File: src/rtl/snoop_bus_arbiter_pkg.sv
// Shared snooping-bus types: bus operations, arbiter FSM states and op predicates.
package snoop_bus_arbiter_pkg;

  typedef enum logic [2:0] {
    NOOP         = 3'd0,
    READ_MISS_0  = 3'd1,
    READ_MISS_1  = 3'd2,
    WRITE_MISS_0 = 3'd3,
    WRITE_MISS_1 = 3'd4,
    INVALIDATE   = 3'd5
  } bus_op_t;

  typedef enum logic [2:0] {
    SB_IDLE,
    SB_GRANT,
    SB_WB,
    SB_FILL,
    SB_DONE
  } snoop_bus_state_t;

  function automatic logic is_miss_op(bus_op_t op);
    return (op == READ_MISS_0) || (op == READ_MISS_1) ||
           (op == WRITE_MISS_0) || (op == WRITE_MISS_1);
  endfunction

endpackage

File: src/rtl/snoop_bus_arbiter_rr.sv
// Combinational round-robin picker: first requester at or after ptr_i, wrapping.
module rr_arbiter #(
  parameter int N  = 2,
  parameter int IW = $clog2(N)
) (
  input  logic [N-1:0]  req_i,
  input  logic [IW-1:0] ptr_i,
  output logic [N-1:0]  gnt_o,
  output logic [IW-1:0] idx_o,
  output logic          any_o
);

  always_comb begin
    logic [IW-1:0] k;
    k     = '0;
    gnt_o = '0;
    idx_o = '0;
    any_o = 1'b0;
    for (int i = 0; i < N; i++) begin
      k = IW'((int'(ptr_i) + i) % N);
      if (!any_o && req_i[k]) begin
        any_o    = 1'b1;
        idx_o    = k;
        gnt_o[k] = 1'b1;
      end
    end
  end

endmodule

File: src/rtl/snoop_bus_arbiter.sv
// Snooping-bus arbiter/sequencer: grant, broadcast, optional write-back, fill, done.
// Optional memory watchdog enabled by defining SNOOP_BUS_WDOG_EN.
module snoop_bus_arbiter
  import snoop_bus_arbiter_pkg::*;
#(
  parameter int NUM_CORES = 2,
  parameter int ADDR_W    = 16,
  parameter int WDOG_CYC  = 64,
  parameter int IW        = $clog2(NUM_CORES)
) (
  input  logic                        clk,
  input  logic                        rst,
  input  logic [NUM_CORES-1:0]        req,
  input  logic [NUM_CORES*3-1:0]      req_op,
  input  logic [NUM_CORES*ADDR_W-1:0] req_addr,
  input  logic [NUM_CORES-1:0]        snoop_mod,
  input  logic                        mem_rdy,
  output logic [NUM_CORES-1:0]        gnt,
  output logic [NUM_CORES-1:0]        done,
  output logic                        bus_valid,
  output logic [2:0]                  bus_op,
  output logic [ADDR_W-1:0]           bus_addr,
  output logic [IW-1:0]               bus_owner,
  output logic                        mem_req,
  output logic                        mem_we,
`ifdef SNOOP_BUS_WDOG_EN
  output logic                        bus_err,
`endif
  output logic [IW-1:0]               wb_src
);

  snoop_bus_state_t  state_q, state_d;
  logic [IW-1:0]     rr_ptr_q, rr_ptr_d, owner_q, owner_d, wb_src_q, wb_src_d;
  bus_op_t           op_q, op_d;
  logic [ADDR_W-1:0] addr_q, addr_d;

  logic [NUM_CORES-1:0] arb_gnt;
  logic [IW-1:0]        arb_idx, rem_idx;
  logic                 arb_any, rem_any;

`ifdef SNOOP_BUS_WDOG_EN
  localparam int CW = $clog2(WDOG_CYC + 1);
  logic [CW-1:0] cnt_q, cnt_d;
  logic          err_q, err_d, wdog_hit;
  assign wdog_hit = !mem_rdy && (cnt_q == CW'(WDOG_CYC - 1));
`endif

  rr_arbiter #(.N(NUM_CORES), .IW(IW)) u_rr (
    .req_i (req),
    .ptr_i (rr_ptr_q),
    .gnt_o (arb_gnt),
    .idx_o (arb_idx),
    .any_o (arb_any)
  );

  // Lowest remote MODIFIED holder; the owner's own copy never needs a write-back.
  always_comb begin
    rem_any = 1'b0;
    rem_idx = '0;
    for (int j = NUM_CORES - 1; j >= 0; j--) begin
      if (snoop_mod[j] && (IW'(j) != owner_q)) begin
        rem_any = 1'b1;
        rem_idx = IW'(j);
      end
    end
  end

  always_ff @(posedge clk or posedge rst) begin
    if (rst) begin
      state_q  <= SB_IDLE;
      rr_ptr_q <= '0;
      owner_q  <= '0;
      wb_src_q <= '0;
      op_q     <= NOOP;
      addr_q   <= '0;
`ifdef SNOOP_BUS_WDOG_EN
      cnt_q    <= '0;
      err_q    <= 1'b0;
`endif
    end else begin
      state_q  <= state_d;
      rr_ptr_q <= rr_ptr_d;
      owner_q  <= owner_d;
      wb_src_q <= wb_src_d;
      op_q     <= op_d;
      addr_q   <= addr_d;
`ifdef SNOOP_BUS_WDOG_EN
      cnt_q    <= cnt_d;
      err_q    <= err_d;
`endif
    end
  end

  always_comb begin
    state_d  = state_q;
    rr_ptr_d = rr_ptr_q;
    owner_d  = owner_q;
    wb_src_d = wb_src_q;
    op_d     = op_q;
    addr_d   = addr_q;
`ifdef SNOOP_BUS_WDOG_EN
    err_d    = 1'b0;
`endif
    case (state_q)
      SB_IDLE: if (arb_any) begin
        owner_d  = arb_idx;
        op_d     = bus_op_t'(req_op[arb_idx*3 +: 3]);
        addr_d   = req_addr[arb_idx*ADDR_W +: ADDR_W];
        rr_ptr_d = (arb_idx == IW'(NUM_CORES - 1)) ? '0 : arb_idx + IW'(1);
        state_d  = SB_GRANT;
      end
      SB_GRANT: begin
        if (!is_miss_op(op_q)) state_d = SB_DONE;
        else if (rem_any) begin
          wb_src_d = rem_idx;
          state_d  = SB_WB;
        end else state_d = SB_FILL;
      end
      SB_WB: begin
        if (mem_rdy) state_d = SB_FILL;
`ifdef SNOOP_BUS_WDOG_EN
        else if (wdog_hit) begin
          state_d = SB_DONE;
          err_d   = 1'b1;
        end
`endif
      end
      SB_FILL: begin
        if (mem_rdy) state_d = SB_DONE;
`ifdef SNOOP_BUS_WDOG_EN
        else if (wdog_hit) begin
          state_d = SB_DONE;
          err_d   = 1'b1;
        end
`endif
      end
      SB_DONE: state_d = SB_IDLE;
      default: state_d = SB_IDLE;
    endcase
`ifdef SNOOP_BUS_WDOG_EN
    // Counter restarts on every state change, so WB and FILL each get a full window.
    cnt_d = (state_d != state_q) ? '0 : cnt_q + CW'(1);
`endif
  end

  always_comb begin
    gnt       = '0;
    done      = '0;
    bus_valid = 1'b0;
    bus_op    = NOOP;
    bus_addr  = '0;
    bus_owner = '0;
    mem_req   = 1'b0;
    mem_we    = 1'b0;
    wb_src    = '0;
    if (state_q != SB_IDLE) begin
      gnt[owner_q] = 1'b1;
      bus_addr     = addr_q;
      bus_owner    = owner_q;
    end
    if (state_q == SB_GRANT && op_q != NOOP) begin
      bus_valid = 1'b1;
      bus_op    = op_q;
    end
    if (state_q == SB_WB) begin
      mem_req = 1'b1;
      mem_we  = 1'b1;
      wb_src  = wb_src_q;
    end
    if (state_q == SB_FILL) mem_req = 1'b1;
    if (state_q == SB_DONE) done[owner_q] = 1'b1;
  end

`ifdef SNOOP_BUS_WDOG_EN
  assign bus_err = err_q;
`endif

endmodule
File: config.mk
export PLATFORM = sky130hd
export DESIGN_NAME = snoop_bus_arbiter
export DESIGN_NICKNAME = d
export VERILOG_FILES = /design/src/rtl/snoop_bus_arbiter_pkg.sv /design/src/rtl/snoop_bus_arbiter_rr.sv /design/src/rtl/snoop_bus_arbiter.sv
export SDC_FILE = /design/constraint.sdc
export NUM_CORES = 1
export LEC_CHECK = 0
export ABC_AREA = 1
export CORE_UTILIZATION = 44
export DETAILED_ROUTE_END_ITERATION = 10
export PLACE_DENSITY_LB_ADDON = 0.15
export SYNTH_ARGS = -nofsm -noshare
export SYNTH_HDL_FRONTEND = slang
export SYNTH_SLANG_ARGS = --single-unit
export TNS_END_PERCENT = 20
File: constraint.sdc
create_clock -name clk -period 2.7 [get_ports clk]
set_input_delay 0.54 -clock clk [delete_from_list [all_inputs] [get_ports clk]]
set_output_delay 0.54 -clock clk [all_outputs]
set_load 0.05 [all_outputs]
==> results of run 1 <==
==> metrics by stage <==
step	total power, mW	hold WS [ps]
global route	3.11	528
CTS	2.92	518
detailed placement	2.82	481
finish	2.89	511
global placement	2.78	479
floorplan	2.27	461
==> worst max-delay path: stages, from the launching register on <==
cell and delay (ps):
dfrtp_1 460, nor2_2 160, nand2_2 70, inv_2 270
nor2_1 80, clkdlybuf4s50_1 710
==> power by group <==
| group | total [mW] | switching (mW) | internal [mW] |
|---|---|---|---|
| logic | 2.03 | 1.39 | 0.645 |
| clock network | 0.165 | 0.109 | 0.0554 |
| registers | 0.693 | 0.134 | 0.559 |
==> sequential cells by signal (all words and copies together) (netlist names) <==
name      count
addr_q       16
op_q          3
state_q       3
owner_q       1
rr_ptr_q      1
wb_src_q      1
==> cell type report <==
cell class	count	area (sq um)	area share [%]
Tap cell	46	57.6	2.51
Clock inverter	1	5.00	0.218
Inverter	32	120	5.24
Multi-Input combinational cell	139	678	29.6
Clock buffer	3	22.5	0.983
Timing Repair Buffer	79	783	34.2
Sequential cell	25	626	27.3
==> synthesized netlist by cell type, types with 2 or more instances <==
cell type  count  area (sq um)
buf_8          2          30.0
nand3_1       40           200
dfrtp_1       25           626
clkbuf_1       2          7.51
inv_1         27           101
o21bai_1       2          15.0
buf_6          3          33.8
o21ai_0        4          20.0
nand2_1       34           128
nor2_1        29           109
inv_2          5          18.8
buf_4          2          15.0
buf_2          6          30.0
nand4_1       20           125
==> metal layers <==
layer | vias up | wire length, um
met3 | 0 | 227
met1 | 763 | 1640
met5 | - | 0
met2 | 55 | 2000
li1 | 820 | -
met4 | 0 | 0
==> worst max path at each step <==
stage / startpoint / end / slack (ps) / cells past startpoint
2_1_floorplan: state_q[2] / bus_op[0] / 210 / 5
3_3_place_gp: state_q[0] / bus_addr[14] / 340 / 6
3_5_place_dp: state_q[0] / bus_addr[12] / 300 / 6
4_1_cts: state_q[0] / bus_valid / 50 / 5
5_1_grt: state_q[0] / gnt[0] / 10 / 5
6_report: state_q[0] / gnt[0] / 100 / 5
==> repair_timing <==
action                     in CTS  in global routing
gates resized for setup        12                  5
setup endpoints to repair      12                  5
gates cloned                    0                  0
==> logic make-up after synthesis <==
| family | share of synthesized area, % |
|---|---|
| flops | 40.6 |
| simple gates | 40.0 |
| compound gates | 4.06 |
| buf+inv | 15.4 |
==> reports/metrics.yaml, run 1 <==
die_x_um: 61.2
finalCritPeriodShare_pct: 96.2
fin_cells: 325
postSynthAreaPerCell_sq_um: 7.30
mostFrequentLayoutCells: "clkdlybuf4s50_1 (55), nand3_1 (40), nand2_1 (34)"
antenna_cells: 0
worstSetupEndpointType: "primary output"
routabilityCongestion: 0.829
yosysSeqAreaShare_pct: 40.6
syn_nets: 256
initial_core_util_pct: 46.2
grt_pass1_wl_mm: 6.38
placed_cells: 321
grt_max_degree: 26
powerDensity_nw_per_um2: 1260
wl_mm: 3.86
h-tree-depth: 1
gr-usage-met2_pct: 42.1
ctsHoldBuffers: 0
yosysWarningCount: 0
clk_pin_slew_ps: 140
clockRootBuffer: "clkbuf_4"
leakage_nw: 1.18
finish.utilization_pct: 68.7
rr_startpoint: "state_q[0]"
postCtsSetupRepairBufs: 0
numCtsBuffers: 3
die_h_um: 61.2
r2r_end: "addr_q[0]"
rows: 21
cap_violations: 0
worst_pin_slew_ps: 514
io_buffer_count: 72
fillers: 317
max_slew_margin_pct: 65.7
overflow: 0
dp_slack_ps: 295
routed_via_density: 5.04
busiest_layer: "met2"
layout.nets: 325
peakVddDrop_mv: 0.759
wl_per_cell_um: 11.9
grt_use_met3_pct: 4.41
reg2reg_depth: 7
hold_path_depth: 2
rsz0062_at_grt: "false"
dr.pass1.iters: 4
tns_ps: 0
synth.distinct_cells: 24
critical_path_class: "register to primary output"
io_pins: 73
place_area_sq_um: 2270
ys_async_sr_fraction_pct: 100
status: "finished, final reports clean"
area_growth_syn_to_layout_pct: 48.8
period_needed_ps: 2600
grt_pass1_vias: 1516
hold_class: "register to register"
syn_area_sq_um: 1540
die-area_sq_um: 3740
critPathLaunchType: "register"
crit_arrival_ps: 2060
global_route.usage.met1_pct: 28.1
core_area_sq_um: 3340
worstPathRequired_ps: 2160
clock_latency_ps: 320
cts_buffer_depth: 2
layout-drive-gt1-share_pct: 7.89
cts_tree: "done"
dp_hpwl_mm: 2.86
slew_viol_final: 0
cts.sink_count: 25
netlist_instances: 211
fin_area_sq_um: 2290
synth-edff-count: 0
drc: 0
hold-path-endpoint: "addr_q[4]"
skew_ps: 9.51
worst_slack_ps: 104
synthFlopType: "dfrtp_1"
ys_ff_latch: 25
cp_max_fo: 18
final_common_cell: "clkdlybuf4s50_1"
setup_viol: 0
vias: 1638
drtIter0Drc: 77
reg2reg_slack_ps: 1090
grtUsageTotal_pct: 22.8
antenna_found_initial: 0
hp-start: "addr_q[4]"
antenna_left: 0
hold_viol_final: 0
clock.fmax_mhz: 385
No activity file was read; power rests on OpenSTA's default activity.
==> run 2: changes to the inputs <==
SLEW_MARGIN = 30   (was default)
==> results of run 2 <==
Same layout as run 1: the final DEF is identical, and so are final timing and power.
==> run 3: changes to the inputs <==
ABC_AREA = 0   (was 1)
CORE_UTILIZATION = 39   (was 44)
clock period = 2.45 ns   (was 2.7 ns; I/O delays follow)
==> reports/metrics.yaml, run 3 <==
postSynthAreaPerCell_sq_um: 10.3  # +41%
netlist_instances: 133  # -37%
critical_path_class: "register to primary output"
layout-drive-gt1-share_pct: 17.9  # +10 points
period_needed_ps: 2360
synthSimpleGateAreaFrac_pct: 21.4  # -19 points
setup_viol: 0  # unchanged
hold_viol_final: 0  # unchanged
synth-edff-count: 0  # unchanged
cap_violations: 0  # unchanged
layout.nets: 247  # -24%
pwr-share-clk_pct: 6.2  # +0.5 points
critPathLaunchType: "register"
cts_tree: "done"
die_x_um: 61.2  # +0.13%
syn_area_sq_um: 1370  # -11%
initial_core_util_pct: 41.0  # -5.1 points
slew_viol_final: 0  # unchanged
vias: 1320  # -19%
p_sw_share_pct: 52.2  # -4.3 points
leakage_nw: 0.941  # -20%
worst_pin_slew_ps: 778  # +264 ps
overflow: 0  # unchanged
combPwrFrac_pct: 68.8  # -1.5 points
fin_cells: 247  # -24%
synth_top_area_share_pct: 45.7  # +5.1 points
skew_ps: 3.76  # -5.75 ps
synth_common_cells: "dfrtp_1 (25), a21boi_0 (20), a221o_1 (19), nor2b_1 (19), nand2_1 (8)"
yosysSeqAreaShare_pct: 45.7  # +5.1 points
grt_pass1_vias: 1277  # -16%
wl_mm: 3.55  # -8.0%
ys_async_sr_fraction_pct: 100  # unchanged
powerDensity_nw_per_um2: 1430  # +13%
worstSetupEndpointType: "primary output"
dp_hpwl_mm: 2.60  # -9.3%
cts.sink_count: 25  # unchanged
numCtsBuffers: 3  # unchanged
clk_pin_slew_ps: 140  # about the same
peakVddDrop_mv: 0.614  # -19%
synthFlopType: "dfrtp_1"
finish.utilization_pct: 62.6  # -6.1 points
antenna_cells: 0  # unchanged
yosysMostFrequentCell: "dfrtp_1"
clockRootBuffer: "clkbuf_4"
status: "finished, final reports clean"
drtIter0Drc: 64  # -17%
synth_fa_ha_area_share_pct: 0  # unchanged
die_h_um: 61.2  # +0.13%
antenna_left: 0  # unchanged
grt_pass1_wl_mm: 5.51  # -14%
reg_top3: "addr_q: 16 flops, op_q: 3 flops, state_q: 3 flops"
postCtsSetupRepairBufs: 0  # unchanged
p_sw_mw: 1.55  # -4.7%
clock.fmax_mhz: 425
area_growth_syn_to_layout_pct: 52.6
largest_reg_flops: 16  # unchanged
worstPathRequired_ps: 1960  # -200 ps
crit_path_cell_trace: "nor2b_2 -> clkdlybuf4s50_1"
cts_buffer_depth: 2  # unchanged
ys_top_cells_by_area: "dfrtp_1 (46%), a221o_1 (14%), a21boi_0 (11%)"
io_pins: 73  # unchanged
wl_per_cell_um: 14.4  # +21%
die-area_sq_um: 3750  # +0.26%
h-tree-depth: 1  # unchanged
syn_nets: 178  # -30%
drc: 0  # unchanged
hold_class: "primary input to asynchronous set/reset pin"
placed_cells: 243  # -24%
synth.distinct_cells: 27  # +13%
grt_max_degree: 22  # -15%
top_register: "addr_q"
crit_arrival_ps: 1870  # -190 ps
p_seq_share_pct: 24.9  # +0.9 points
cts_resized: 3  # -9
grtUsageTotal_pct: 19.8  # -3.0 points
ys_ff_latch: 25  # unchanged
yosysWarningCount: 0  # unchanged
cp_max_fo: 8  # -10
yosys.area.top_type: "dfrtp_1"
slowest_delay_ps: 820  # +110 ps
cp_slowest_cell: "clkdlybuf4s50_1"
reg2reg_slack_ps: 420  # -670 ps
synth_mux_area_share_pct: 0  # unchanged
antenna_found_initial: 0  # unchanged
synth_compound_gate_area_share_pct: 28.2  # +24 points
clock_latency_ps: 310  # about the same
p_int_mw: 1.42  # +13%
rows: 21  # unchanged
dr.pass1.iters: 4  # unchanged
max_slew_margin_pct: 48.1  # -18 points
mostFrequentLayoutCells: "clkdlybuf4s50_1 (45), buf_4 (27), dfrtp_1 (25)"
synth_top_family_by_area: "compound AO/OA/AOI/OAI gates"
rsz0062_at_grt: "true"
finalCritPeriodShare_pct: 96.1
routed_via_density: 5.34  # +6.0%
final_common_cell: "clkdlybuf4s50_1"
ctsHoldBuffers: 0  # unchanged
core_area_sq_um: 3340  # unchanged
routabilityCongestion: 0.842  # +1.6%
synthXorXnorAreaFrac_pct: 0.640  # +0.64 points
io_buffer_count: 72  # unchanged
==> run 3: cell types whose count changed after synthesis, moves of 20 or more <==
| cell | change |
|---|---|
| nor2_1 | -25 |
| nand4_1 | -20 |
| nand2_1 | -26 |
| a21boi_0 | +20 |
| nand3_1 | -40 |
| inv_1 | -26 |
==> run 3: cell type report <==
class | instances | area [sq um]
Sequential cell | 25 | 626
Fill cell | 284 | 1250
Clock inverter | 1 | 5.00
Clock buffer | 3 | 22.5
Timing Repair Buffer | 75 | 679
Multi-Input combinational cell | 96 | 694
Inverter | 1 | 3.75
Tap cell | 46 | 57.6
==> run 3: critical path, delay by kind of cell, from the launching register on <==
| family | cells | cell delay [ps] |
|---|---|---|
| buffers and inverters | 1 | 820 |
| flip-flops | 1 | 500 |
| AND/OR/NAND/NOR | 1 | 230 |
==> run 3: final timing paths <==
check | startpoint | endpoint | cells past startpoint
min | rst | rr_ptr_q | 2
max | state_q[1] | mem_req | 2
max reg2reg | state_q[2] | addr_q[0] | 3
min in group clk | rr_ptr_q | rr_ptr_q | 1
max in group asynchronous | rst | addr_q[7] | 3
min reg2reg | rr_ptr_q | rr_ptr_q | 1
==> run 3: routing by layer <==
layer,vias up,global-route usage [%],share of wire [%]
met4,0,4.55,1.1
met5,-,0,0
met3,4,3.99,5.3
met1,638,24.7,43
met2,48,35.2,50
li1,630,-,-
==> run 3: cell families after synthesis <==
logic type | Yosys count
AO/OA/AOI/OAI | 45
XOR/XNOR | 1
buffers and inverters | 12
flip-flops | 25
AND/OR/NAND/NOR | 50
==> run 3: power by group through the flow <==
| stage | sequential [mW] | clock [mW] | combinational (mW) |
|---|---|---|---|
| 3_5_place_dp | 0.745 | 0 | 2.06 |
| 2_1_floorplan | 0.702 | 0 | 1.53 |
| 3_3_place_gp | 0.735 | 0 | 2.04 |
| 5_1_grt | 0.769 | 0.208 | 2.19 |
| 6_report | 0.743 | 0.185 | 2.05 |
| 4_1_cts | 0.739 | 0.196 | 2.06 |
==> run 3: stage by stage <==
step | hold slack [ps] | TNS (ps) | setup slack (ps) | instance area, sq um | power, mW
floorplan | 463 | 0 | 36.9 | 1370 | 2.23
global placement | 479 | 0 | 389 | 2060 | 2.77
finish | 485 | 0 | 94.9 | 2090 | 2.98
detailed placement | 494 | 0 | 345 | 2060 | 2.81
global route | 513 | -18.6 | -13.0 | 2090 | 3.17
CTS | 503 | 0 | 88.8 | 2090 | 3.00
==> variant 1 (config.mk and constraints of run 1) <==
Change the parameter `NUM_CORES` from 2 to 4.
--- a/src/rtl/snoop_bus_arbiter.sv
+++ b/src/rtl/snoop_bus_arbiter.sv
@@ -5,3 +5,3 @@
 #(
-  parameter int NUM_CORES = 2,
+  parameter int NUM_CORES = 4,
   parameter int ADDR_W    = 16,
Ports: changed (8 resized); port bits go from 73 to 121. The function was not compared with the original's and may differ.
==> variant 1 against run 1 <==
- non-clock buffer count increased by 50
- power is 93% higher
- final area rose by 70%
- worst hold slack worse by 0.021 ns
- maximum frequency increased by 3.5%
- worst setup slack improved by 0.087 ns
- register-to-register slack lost 0.58 ns
- routed wire length up 84%
- critical path depth down 1
- clock skew fell by 0.0080 ns
- sequential cell count increased by 3
- sequential power is 16% higher
- area after synthesis is 69% higher
==> variant 1: results <==
{
  "status": "complete, no violations",
  "worstMarginPinSlew_ns": 0.5283,
  "placed_area_mm2": 0.003800,
  "gp_congestion": 0.8523,
  "grt_pass1_vias": 2973,
  "yosys-top-cells-count": "nand2_1 (187), inv_1 (88), nor2_1 (41), nand3_1 (39), dfrtp_1 (28)",
  "fillerInstances": 510,
  "cp.arrival_ns": 1.97,
  "clkLatencyLatePin_ns": 0.27,
  "wire_per_inst_um": 10.95,
  "grt_pass1_wl_mm": 12.30,
  "async_flop_share_pct": 100.0,
  "vdd_drop_max_v": 0.0009586,
  "skew_ns": 0.001498,
  "rr_worst_depth": 10,
  "r2r_slack_ns": 0.51,
  "final_layout_size_suffix_gt1_share_pct": 8.333,
  "cellLeakagePower_uw": 0.002271,
  "ys_types": 26,
  "r2r-end": "rr_ptr_q[0]",
  "min_from": "op_q[2]",
  "root_buffer": "clkbuf_8",
  "dp_hpwl_mm": 5.649,
  "nets": 665,
  "synth_seq_area_share_pct": 26.97,
  "yosys.area.top_type": "nand2_1",
  "crit_fanout": 4,
  "holdWs_ns": 0.4900,
  "port-buffer-count": 120,
  "grt_max_degree": 29,
  "r2r_start": "rr_ptr_q[0]",
  "clk_pin_slew_ns": 0.10,
  "gr-usage-all-layers_pct": 24.17,
  "syn-num-nets": 550,
  "hold_path_end": "op_q[2]",
  "drtIter0Drc": 167
}
[variant 1: cell count changes after synthesis, sizes merged, moves of 2 or more]
cell	run 1	this run
nor2	30	45
nand2	36	194
nand3	40	42
nand4	20	22
nor3	1	5
buf	13	18
inv	32	93
o21bai	2	0
dfrtp	25	28
[variant 1: layout make-up]
| class | instances | area [um^2] | share of cell area (%) |
|---|---|---|---|
| tap | 72 | 90.09 | 2.314 |
| timing repair buffer | 129 | 1254 | 32.20 |
| sequential | 28 | 700.7 | 17.99 |
| multi-input combinational | 322 | 1424 | 36.57 |
| clock buffer | 3 | 41.29 | 1.060 |
| inverter | 93 | 354.1 | 9.094 |
| clock inverter | 1 | 30.03 | 0.7712 |
[variant 1: cell families (layout without fill, tap and decap cells)]
| logic type | after synthesis | count (layout) | synth area share [%] |
|---|---|---|---|
| AO/OA/AOI/OAI | 13 | 13 | 2.842 |
| adder cells (fa/ha/maj) | 1 | 1 | 0.4816 |
| buffers and inverters | 112 | 226 | 18.40 |
| flip-flops | 28 | 28 | 26.97 |
| AND/OR/NAND/NOR | 308 | 308 | 51.30 |
[variant 1: worst max-delay path by stage]
stage	end	slack [ns]	start	depth (start not counted)
6_report	done[0]	0.19	state_q[0]	4
5_1_grt	done[0]	0.07	state_q[0]	4
4_1_cts	bus_op[0]	0.07	state_q[2]	6
3_5_place_dp	rr_ptr_q[0]	0.19	req[3]	11
3_3_place_gp	rr_ptr_q[1]	0.26	req[3]	13
2_1_floorplan	bus_op[0]	0.03	state_q[2]	5
[variant 1: power breakdown]
group | total (uW) | internal [uW] | switching [uW]
Sequential | 801 | 639 | 162
Clock | 330 | 198 | 132
Combinational | 4440 | 1440 | 3000
Total | 5570 | 2270 | 3300
[variant 1: metal layers]
| metal | routed length (um) | global-route usage, % |
|---|---|---|
| met4 | 129 | 7.091 |
| met3 | 270 | 3.103 |
| met2 | 3658 | 45.39 |
| met5 | 0 | 0 |
| met1 | 3037 | 28.44 |
[variant 1: critical path: stages (launching register included)]
cell             delay (ns)
dfrtp_1                0.41
nor2_1                 0.15
nand2_1                0.13
nor3_1                 0.16
clkdlybuf4s50_1        0.84
[variant 1: what timing repair did]
item,4_1_cts,5_1_grt
resized for setup,0,9
endpoints found under the setup margin,0,9
setup buffers,0,0
[variant 1: through the flow]
step | setup slack, ns | instances | power (uW)
after floorplan | 0.02723 | 462 | 4251
after detailed placement | 0.1884 | 644 | 5277
after global routing | 0.06604 | 648 | 6151
after global placement | 0.2629 | 644 | 5186
after CTS | 0.06600 | 648 | 5622
final | 0.1903 | 648 | 5570
==> variant 2 (config.mk and constraints of run 1) <==
Made on the original files. Re-encode `snoop_bus_state_t` (5 states) as one-hot, 5 bits wide.
--- a/src/rtl/snoop_bus_arbiter_pkg.sv
+++ b/src/rtl/snoop_bus_arbiter_pkg.sv
@@ -12,8 +12,8 @@
 
-  typedef enum logic [2:0] {
-    SB_IDLE,
-    SB_GRANT,
-    SB_WB,
-    SB_FILL,
-    SB_DONE
+  typedef enum logic [4:0] {
+    SB_IDLE  = 5'b00001,
+    SB_GRANT = 5'b00010,
+    SB_WB    = 5'b00100,
+    SB_FILL  = 5'b01000,
+    SB_DONE  = 5'b10000
   } snoop_bus_state_t;
Formal check against the unedited RTL: same outputs for any inputs over 10 cycles, from zero or initial values and one cycle with rst high; not proved beyond that.
==> variant 2 against run 1 <==
- critical path type unchanged
- area after synthesis rose by 16%
- final area rose by 11%
- critical endpoint is now wb_src
- sequential cell count grew 2
- first-iteration DRC count decreased by 19%
- routed wire length is 2.4% higher
- maximum frequency shrank 0.42%
- power up 8.5%
- worst setup slack got worse by 0.011 ns
==> variant 2: results <==
{
  "status": "complete, no violations",
  "routed-wl-met2_mm": 1.822,
  "ys_types": 28,
  "hold_class": "reg2reg",
  "cts_setup_buffers": 0,
  "holdWs_ns": 0.5240,
  "dp_hpwl_mm": 2.943,
  "synthTopCellsByArea": "dfrtp_1 (36%), nand2_1 (12%), o21ai_2 (9.8%)",
  "hold_path_end": "addr_q[12]",
  "wl_mm": 3.951,
  "drtIter0Drc": 62,
  "crit_fanout": 4,
  "grt_use_met2_pct": 33.16,
  "clk_pin_slew_ns": 0.09,
  "clkLatencyLatePin_ns": 0.27,
  "diodes": 0,
  "met3_length_um": 208,
  "r2r_slack_ns": 1.01,
  "vias_per_cell": 4.689,
  "internal-power_uw": 1418,
  "synth_seq_area_share_pct": 37.83,
  "grt_max_degree": 42,
  "syn-num-nets": 285,
  "max_stage_delay_ns": 0.80,
  "r2r-end": "addr_q[15]",
  "cts-resized-gates": 0,
  "largestRegisters": "addr_q (16), state_q (5), op_q (3)",
  "root_buffer": "clkbuf_8",
  "min_from": "addr_q[12]",
  "endpoint": "wb_src",
  "dp_slack_ns": 0.3323,
  "power_frac_comb_pct": 71.4,
  "synth-compound-area-share_pct": 13.01,
  "use_met1_pct": 25.38,
  "routed.top_layer": "met4",
  "cellLeakagePower_uw": 0.001222,
  "drt-met1-wl_mm": 1.901,
  "skew_ns": 0.002323,
  "grtUsageMet3_pct": 3.621,
  "grt_pass1_vias": 1556,
  "nets": 355,
  "pg_clk_uw": 224,
  "relSlewSlack_pct": 65.37,
  "yosys-top-cells-count": "nand2_1 (59), inv_1 (32), nor2_1 (29), dfrtp_1 (26), nand3_1 (21)",
  "cp-startpoint": "state_q[1]",
  "fin_ws_ns": 0.09256,
  "vdd_drop_max_v": 0.0005971,
  "grt_pass1_wl_mm": 6.617,
  "gr-usage-all-layers_pct": 19.43,
  "r2r_start": "state_q[0]",
  "final_layout_size_suffix_gt1_share_pct": 19.42,
  "crit_slowest_cell": "clkdlybuf4s50_1",
  "gp_congestion": 0.8618,
  "rr_worst_depth": 8,
  "cp.arrival_ns": 2.07
}
## variant 2: cell types whose count changed in the layout (fill, tap and decap cells not counted), sizes merged, moves of 2 or more
cell and delta:
clkdlybuf4s50 +14, dlygate4sd2 -12, dlymetal6s2s -4, inv +2
nand2 +43, nand3 -17, nand4 -19, o21ai +18
o21bai -2, o22ai +3
## variant 2: through the flow
step / cell area, um^2 / util (%) / instances / power [uW]
3_3_place_gp: 2495 / 66.16 / 353 / 2903
6_report: 2542 / 67.42 / 357 / 3135
4_1_cts: 2540 / 67.35 / 357 / 3170
5_1_grt: 2542 / 67.42 / 357 / 3360
3_5_place_dp: 2495 / 66.16 / 353 / 2937
2_1_floorplan: 1792 / - / 240 / 2478
## variant 2: final cells by class
cell class                 count  area (um^2)
fill                         338         1229
multi-input combinational    166        863.3
timing repair buffer          77        755.7
sequential                    27        676.9
inverter                      35        141.4
tap                           48        60.06
clock buffer                   4        45.04
